==> src/rtl/r_result_serializer_pkg.sv <==
// Shared widths and state encoding for the r512 result serializer.
// DATA_WIDTH/MAX_DATA mirror the core-wide defines; WORD_COUNT is derived.
package r_result_serializer_pkg;

  localparam int DATA_WIDTH = 32;
  localparam int MAX_DATA   = 512;
  localparam int WORD_COUNT = MAX_DATA / DATA_WIDTH;

  typedef enum logic {
    IDLE = 1'b0,
    SEND = 1'b1
  } ser_state_t;

endpackage

==> src/rtl/r_result_serializer.sv <==
// Streams one captured r512 result out as LSW-first words (valid/ready).
// Ports: clk, rst, done, result, out_ready -> m, m_valid, m_last, busy, overrun.
module r_result_serializer
  import r_result_serializer_pkg::*;
#(
  parameter int DATA_WIDTH = r_result_serializer_pkg::DATA_WIDTH,
  parameter int MAX_DATA   = r_result_serializer_pkg::MAX_DATA
) (
  input  logic                  clk,
  input  logic                  rst,
  input  logic                  done,
  input  logic [MAX_DATA-1:0]   result,
  input  logic                  out_ready,
  output logic [DATA_WIDTH-1:0] m,
  output logic                  m_valid,
  output logic                  m_last,
  output logic                  busy,
  output logic                  overrun
);

  localparam int WORDS = MAX_DATA / DATA_WIDTH;
  localparam int IW    = (WORDS > 1) ? $clog2(WORDS) : 1;
  localparam logic [IW-1:0] LAST_IDX = IW'(WORDS - 1);

  ser_state_t    state, state_n;
  logic [MAX_DATA-1:0] shift, shift_n;
  logic [MAX_DATA-1:0] pend, pend_n;
  logic          pend_v, pend_v_n;
  logic [IW-1:0] idx, idx_n;
  logic          ovr, ovr_n;
  logic          xfer, last_xfer;

  assign m_valid   = (state == SEND);
  assign m         = m_valid ? shift[DATA_WIDTH-1:0] : '0;
  assign m_last    = m_valid && (idx == LAST_IDX);
  assign busy      = m_valid || pend_v;
  assign overrun   = ovr;
  assign xfer      = m_valid && out_ready;
  assign last_xfer = xfer && (idx == LAST_IDX);

  always_ff @(posedge clk or posedge rst) begin
    if (rst) begin
      state  <= IDLE;
      shift  <= '0;
      pend   <= '0;
      pend_v <= 1'b0;
      idx    <= '0;
      ovr    <= 1'b0;
    end else begin
      state  <= state_n;
      shift  <= shift_n;
      pend   <= pend_n;
      pend_v <= pend_v_n;
      idx    <= idx_n;
      ovr    <= ovr_n;
    end
  end

  always_comb begin
    state_n  = state;
    shift_n  = shift;
    pend_n   = pend;
    pend_v_n = pend_v;
    idx_n    = idx;
    ovr_n    = ovr;
    unique case (state)
      IDLE: begin
        if (done) begin
          shift_n = result;
          idx_n   = '0;
          state_n = SEND;
        end
      end
      SEND: begin
        if (last_xfer) begin
          // Chain the next result with no idle cycle in between.
          if (pend_v) begin
            shift_n  = pend;
            idx_n    = '0;
            pend_v_n = done;
            if (done) pend_n = result;
          end else if (done) begin
            shift_n = result;
            idx_n   = '0;
          end else begin
            state_n = IDLE;
          end
        end else begin
          if (xfer) begin
            shift_n = shift >> DATA_WIDTH;
            idx_n   = idx + IW'(1);
          end
          if (done) begin
            if (!pend_v) begin
              pend_n   = result;
              pend_v_n = 1'b1;
            end else begin
              ovr_n = 1'b1;
            end
          end
        end
      end
      default: state_n = IDLE;
    endcase
  end

endmodule

==> config.mk <==
export PLATFORM = sky130hd
export DESIGN_NAME = r_result_serializer
export DESIGN_NICKNAME = d
export VERILOG_FILES = /design/src/rtl/r_result_serializer_pkg.sv /design/src/rtl/r_result_serializer.sv
export SDC_FILE = /design/constraint.sdc
export NUM_CORES = 2
export LEC_CHECK = 0
export BUFFER_PORTS_ARGS = -buffer_cell sky130_fd_sc_hd__buf_4
export CAP_MARGIN = 0
export CORE_UTILIZATION = 40
export DETAILED_ROUTE_END_ITERATION = 10
export PLACE_DENSITY = 0.7
export SETUP_SLACK_MARGIN = 0.05
export SYNTH_ARGS = -nofsm -noshare
export SYNTH_HDL_FRONTEND = slang
export SYNTH_SLANG_ARGS = --single-unit
==> constraint.sdc <==
create_clock -name clk -period 90.4 [get_ports clk]
set_clock_uncertainty 0.1 [all_clocks]
set_input_delay 4.52 -clock clk [delete_from_list [all_inputs] [get_ports clk]]
set_output_delay 4.52 -clock clk [all_outputs]
set_load 0.01 [all_outputs]
=== Word-level counts from Yosys, hierarchy flattened ===
Cells that the tools add are included.

* Flip-flop bits (word level): 1031
* Input bits: 516
* Output and inout port bits: 36

* $add $sub $neg: 1
* Equal/unequal tests: 5
* Multiplexer cells: 23
* Bitwise operators: 2
* Reduce and logical (&&, ||, !) cells: 8

{| class="wikitable"
|+ Operator list
! operator !! number
|-
| $mux W512 || 9
|-
| $pmux W512 S2 || 1
|-
| $mux W32 || 1
|-
| $mux W4 || 4
|-
| $pmux W4 S2 || 1
|-
| $mux W1 || 6
|-
| $reduce_and A5 Y1 || 1
|-
| $add A4 B1 Y4 const B || 1
|-
| $eq A4 B4 Y1 const B || 1
|-
| $ne A2 B2 Y1 const B || 2
|-
| $reduce_and A4 Y1 || 1
|-
| $logic_and A1 B1 Y1 || 3
|-
| $ne A3 B1 Y1 const B || 1
|-
| $ne A2 B1 Y1 const B || 1
|-
| $not A1 Y1 || 2
|-
| $pmux W1 S2 || 1
|-
| $reduce_and A2 Y1 || 1
|-
| $reduce_bool A2 Y1 || 1
|-
| $logic_or A1 B1 Y1 || 1
|}

=== Logic depth before layout (Yosys ltp) ===
* Word-level depth: 4
* Depth in mapped cells: 8

=== Worst setup path after synthesis ===
Ideal clock, no wire load.

* Kind: flip-flop to output port
* Start: reg state (netlist: m_valid)
* End: out m[10]
* Arrival time: 1.622 ns
* Slack: 84.158 ns
* Stages on the path, launching flop included: 7
* Buffers on the path: 5
* Cells stage by stage: dfrtp_1 buf_2 buf_2 buf_2 clkbuf_1 clkbuf_1 and2_1

* Cells in the longest elaborated chain, start to end: 1

{| class="wikitable"
|+ RTL lines
! item !! RTL line !! RTL
|-
| start, declared || r_result_serializer.sv:25 || <nowiki>ser_state_t state, state_n;</nowiki>
|-
| start signal, assigned || r_result_serializer.sv:50 || <nowiki>state <= state_n;</nowiki>
|-
| $mux W32 || r_result_serializer.sv:34 || <nowiki>assign m = m_valid ? shift[DATA_WIDTH-1:0] : '0;</nowiki>
|-
| end, declared || r_result_serializer.sv:14 || <nowiki>output logic [DATA_WIDTH-1:0] m,</nowiki>
|}

No other way between the ends.

=== Final worst setup path ===
* Start: in out_ready
* End: reg pend[133]

* Cells in the longest elaborated chain, start to end: 4
* Elaborated cells on any way between the ends: 7
* Those cells by class: eq/ne (2); mux (1); reduce/logical (4)

{| class="wikitable"
|+ RTL lines
! item !! RTL line !! RTL
|-
| start, declared || r_result_serializer.sv:13 || <nowiki>input logic out_ready,</nowiki>
|-
| $logic_and A1 B1 Y1 (*) || r_result_serializer.sv:38 || <nowiki>assign xfer = m_valid && out_ready;</nowiki>
|-
| $logic_and A1 B1 Y1 (*) || r_result_serializer.sv:39 || <nowiki>assign last_xfer = xfer && (idx == LAST_IDX);</nowiki>
|-
| $ne A2 B1 Y1 (no source line) (tied with other cells) || n/a ||
|-
| $reduce_and A5 Y1 (no source line) || n/a ||
|-
| end signal, assigned || r_result_serializer.sv:52 || <nowiki>pend <= pend_n;</nowiki>
|-
| end, declared || r_result_serializer.sv:27 || <nowiki>logic [MAX_DATA-1:0] pend, pend_n;</nowiki>
|}

Every way passes the cells marked *; elsewhere a longest branch is shown, timed or not.
A chain may end at the register's enable or synchronous reset.

==> metrics.log <==
INFO  metric dr_total_vias = just under 40k
INFO  metric worst-endpoint-required = a little over 90 ns
INFO  metric groute.usage.overall = 24.14%
INFO  metric final_layout_size_suffix_gt1_share = approximately 41%
INFO  metric synth_cells = around 4k
INFO  metric synth_enable_flop_cells = 0
INFO  metric share_clk_of_total_power = ~25%
INFO  metric cell_internal_pwr = between 0.001 and 0.0015 W
INFO  metric finalSetupViolations = 0
INFO  metric vdd_ir_drop_max = around 0.000019 V
INFO  metric multi_input_comb_area = roughly 25000 um2
INFO  metric transition_time_at_the_pin_with_the_least_slew_margin = between 1 and 1.5 ns
INFO  metric chipWidth = 367.7 um
INFO  metric outcome = completed
INFO  metric final.setup.tns = 0 ns
INFO  metric cts.clk_slew.worst_paths = ~0.06 ns
INFO  metric area_of_all_sequential_standard_cells = 25810 um2
INFO  metric row_count = ~130
INFO  metric switching_power = roughly 0.00056 W
INFO  metric maximum_number_of_pins_on_one_net_before_global_route_repair = approximately 190
INFO  metric post_cts_setup_buffer_count = 0
INFO  metric crit_type = in -> reg
INFO  metric numPortBuffers = around 550
INFO  metric estimated_wirelength_of_the_detail_placed_design = 104100 um
INFO  metric post_route_antenna_net_violation_count = 0
INFO  metric clock_tree.root_cell = sky130_fd_sc_hd__clkbuf_16
INFO  metric clock_tree.htree_level_count = 3
INFO  metric timing.critical_path.from_type = primary input
INFO  metric number_of_hold_violations_in_the_final_report = 0
INFO  metric relSlewSlack = 22.89%
INFO  metric synth_area_per_cell = 13.04 um2
INFO  metric max_cap_viol_count = 0
INFO  metric post-route-min-period = between 8 and 9 ns
INFO  metric sequential_power_share = a little over two fifths
INFO  metric routability_congestion = ~0.83
INFO  metric clock_tree.buffer_depth = 3
INFO  metric tritoncts_sinks = between 1k and 1.5k
INFO  metric grt_first_pass_wirelength = between 200000 and 300000 um
INFO  metric min_path_type = reg -> reg
INFO  metric area_growth = 16.33%
INFO  metric slew_violations = 0
INFO  metric met1_usage = about a third
INFO  metric final_min_period_over_clock_period = a little under a tenth
INFO  metric p_sw_share = 29.43%
INFO  metric number_of_cts_inserted_buffers = about 120
INFO  metric post_cts.resized_instances = 0
INFO  metric postRouteWirelength = about 170000 um
INFO  metric clkLatencyLatePin = around 0.77 ns
INFO  metric detail_route.wl_per_cell = 26.99 um
INFO  metric yosysWarningCount = 0
INFO  metric initial_core_util = 40.49%
INFO  metric synth_sequential_area_ratio = about 48%
INFO  metric post_drt_via_cell_ratio = ~6.2
INFO  metric filler_cell_count = about 12k
INFO  metric grt-busiest-layer = met2
INFO  metric power.density_cell_area = 30.70 nW/um2
INFO  metric die_height = 367.7 um
INFO  metric first_global_vias = between 30k and 40k
INFO  metric met3_usage = 5.919%
INFO  metric die_area = about 140000 um2
INFO  metric detail_route.iter0.violations = 3652
INFO  metric grt_antenna_before_repair = 72
INFO  metric grt_setup_unrepaired = no
INFO  metric cts_tree = done
INFO  metric fmaxAchievable = 116.4 MHz
INFO  metric critical_path.max_fanout = around 140
INFO  metric drt_pass1_iterations = 6
INFO  metric synth_flop_cell = sky130_fd_sc_hd__dfrtp_1
INFO  metric power.share.combinational = 32.0%
INFO  metric synth_area = 53500 um2
INFO  metric synth.net_count = between 4k and 5k
INFO  metric critPathCaptureType = flop
INFO  metric reg2reg_slack = between 80 and 90 ns
INFO  metric pleak = between 20 and 25 nW
INFO  metric arrival_time_at_the_worst_endpoint = ~9 ns
INFO  metric detail_route.drc_violations = 0
INFO  metric use_met2 = 37.34%
INFO  metric layout.nets = around 4.9k
INFO  metric hold_buf_count_cts = 0
INFO  metric post-layout-total-power = between 0.0015 and 0.002 W
INFO  metric synth_cell_types = 36
INFO  metric ioPinCount = approximately 550
INFO  metric place.detailed.instances = between 5k and 6k
INFO  metric grt_overflow = 0
INFO  metric yosys_register_bits = 1031
INFO  metric asyncSetResetFlopFracSynth = between 90% and 100%
INFO  metric finish.cell_count_without_fillers = 6223
INFO  metric placeable_area = 132100 um2
## cells in the final DEF (no fill, tap or decap), types with 34 or more instances in the layout
master                      instances
sky130_fd_sc_hd__mux2_1           470
sky130_fd_sc_hd__clkbuf_16        116
sky130_fd_sc_hd__nand3b_1         482
sky130_fd_sc_hd__o221a_2          480
sky130_fd_sc_hd__clkbuf_1          34
sky130_fd_sc_hd__buf_4            613
sky130_fd_sc_hd__diode_2           37
sky130_fd_sc_hd__and4_1            34
sky130_fd_sc_hd__mux2_2           522
sky130_fd_sc_hd__nand4b_1         480
sky130_fd_sc_hd__dfrtp_1         1029
## worst paths after layout
kind,startpoint,to,cells past startpoint
max,out_ready,pend[133]$_DFFE_PP0P_,7
min,pend[294]$_DFFE_PP0P_,pend[294]$_DFFE_PP0P_,1
max reg2reg,m_valid$_DFF_PP0_,shift[229]$_DFFE_PP0P_,8
min reg2reg,pend[294]$_DFFE_PP0P_,pend[294]$_DFFE_PP0P_,1
max in group asynchronous,rst,shift[467]$_DFFE_PP0P_,6
min in group asynchronous,rst,shift[158]$_DFFE_PP0P_,2
## power by group through the flow
stage | Combinational (W) | Sequential (W) | Clock [W]
4_1_cts | 0.000618 | 0.000811 | 0.000493
5_1_grt | 0.000663 | 0.000836 | 0.000510
3_3_place_gp | 0.000595 | 0.000810 | 0
3_5_place_dp | 0.000615 | 0.000816 | 0
6_report | 0.000612 | 0.000815 | 0.000484
2_1_floorplan | 0.000500 | 0.000758 | 0
## synth_stat cells, drive strengths merged (2+ instances only)
| master | number | share of area (%) |
|---|---|---|
| and2 | 33 | 0.39 |
| nor2b | 2 | 0.023 |
| buf | 177 | 1.9 |
| nand3 | 3 | 0.028 |
| o21ai | 4 | 0.037 |
| and4 | 34 | 0.56 |
| nand4b | 480 | 7.9 |
| mux2 | 992 | 21 |
| nor3 | 2 | 0.019 |
| a21oi | 2 | 0.019 |
| o221a | 480 | 10 |
| a221o | 32 | 0.60 |
| nand3b | 482 | 6.8 |
| inv | 3 | 0.021 |
| clkbuf | 330 | 2.3 |
| dfrtp | 1031 | 48 |
| a21o | 2 | 0.028 |
## flip-flops by register name (all words and copies together), names as in the netlist
| signal | flops |
|---|---|
| overrun | 1 |
| pend_v | 1 |
| pend | 512 |
| m_valid | 1 |
| idx | 4 |
| shift | 512 |
## worst max-delay path, cell delays in order
cell and delay, ns:
sky130_fd_sc_hd__buf_8 0.50, sky130_fd_sc_hd__and4_1 0.51, sky130_fd_sc_hd__mux2i_4 0.63, sky130_fd_sc_hd__buf_4 0.73, sky130_fd_sc_hd__buf_12 0.65, sky130_fd_sc_hd__buf_4 0.86
sky130_fd_sc_hd__mux2_1 0.40
## routing by layer
metal	wire [um]	part of all wire (%)	vias to the layer above
li1	-	-	16660
met1	71770	43	20380
met2	79270	47	1099
met3	10870	6.5	279
met4	5639	3.4	68
met5	427	0.25	-
## kinds of logic after synthesis
family,count (synthesis),share of synthesized area [%]
AND/OR/NAND/NOR,1042,15.70
flip-flops,1031,48.23
multiplexers,993,20.92
AO/OA/AOI/OAI,526,10.90
buffers and inverters,510,4.229
adder cells (fa/ha/maj),1,0.02338
## through the flow
step / cell area (um2) / hold slack, ns / util [%] / worst slack [ns]
after global placement: 58220 / 0.3572 / 44.06 / 81.14
after global routing: 62210 / 0.3830 / 47.09 / 81.65
after floorplan: 53500 / 0.3482 / - / 56.77
after CTS: 62140 / 0.3781 / 47.03 / 81.93
after detailed placement: 58220 / 0.3638 / 44.06 / 81.10
final: 62230 / 0.3734 / 47.10 / 81.81
## area by class of cell
class | instances | area share, %
Antenna cell | 37 | 0.1488
Clock buffer | 179 | 5.511
Clock inverter | 36 | 0.7841
Inverter | 3 | 0.03016
Multi-Input combinational cell | 2562 | 40.92
Sequential cell | 1031 | 41.47
Tap cell | 1755 | 3.528
Timing Repair Buffer | 620 | 7.612
No activity file was read; power rests on OpenSTA's default activity.
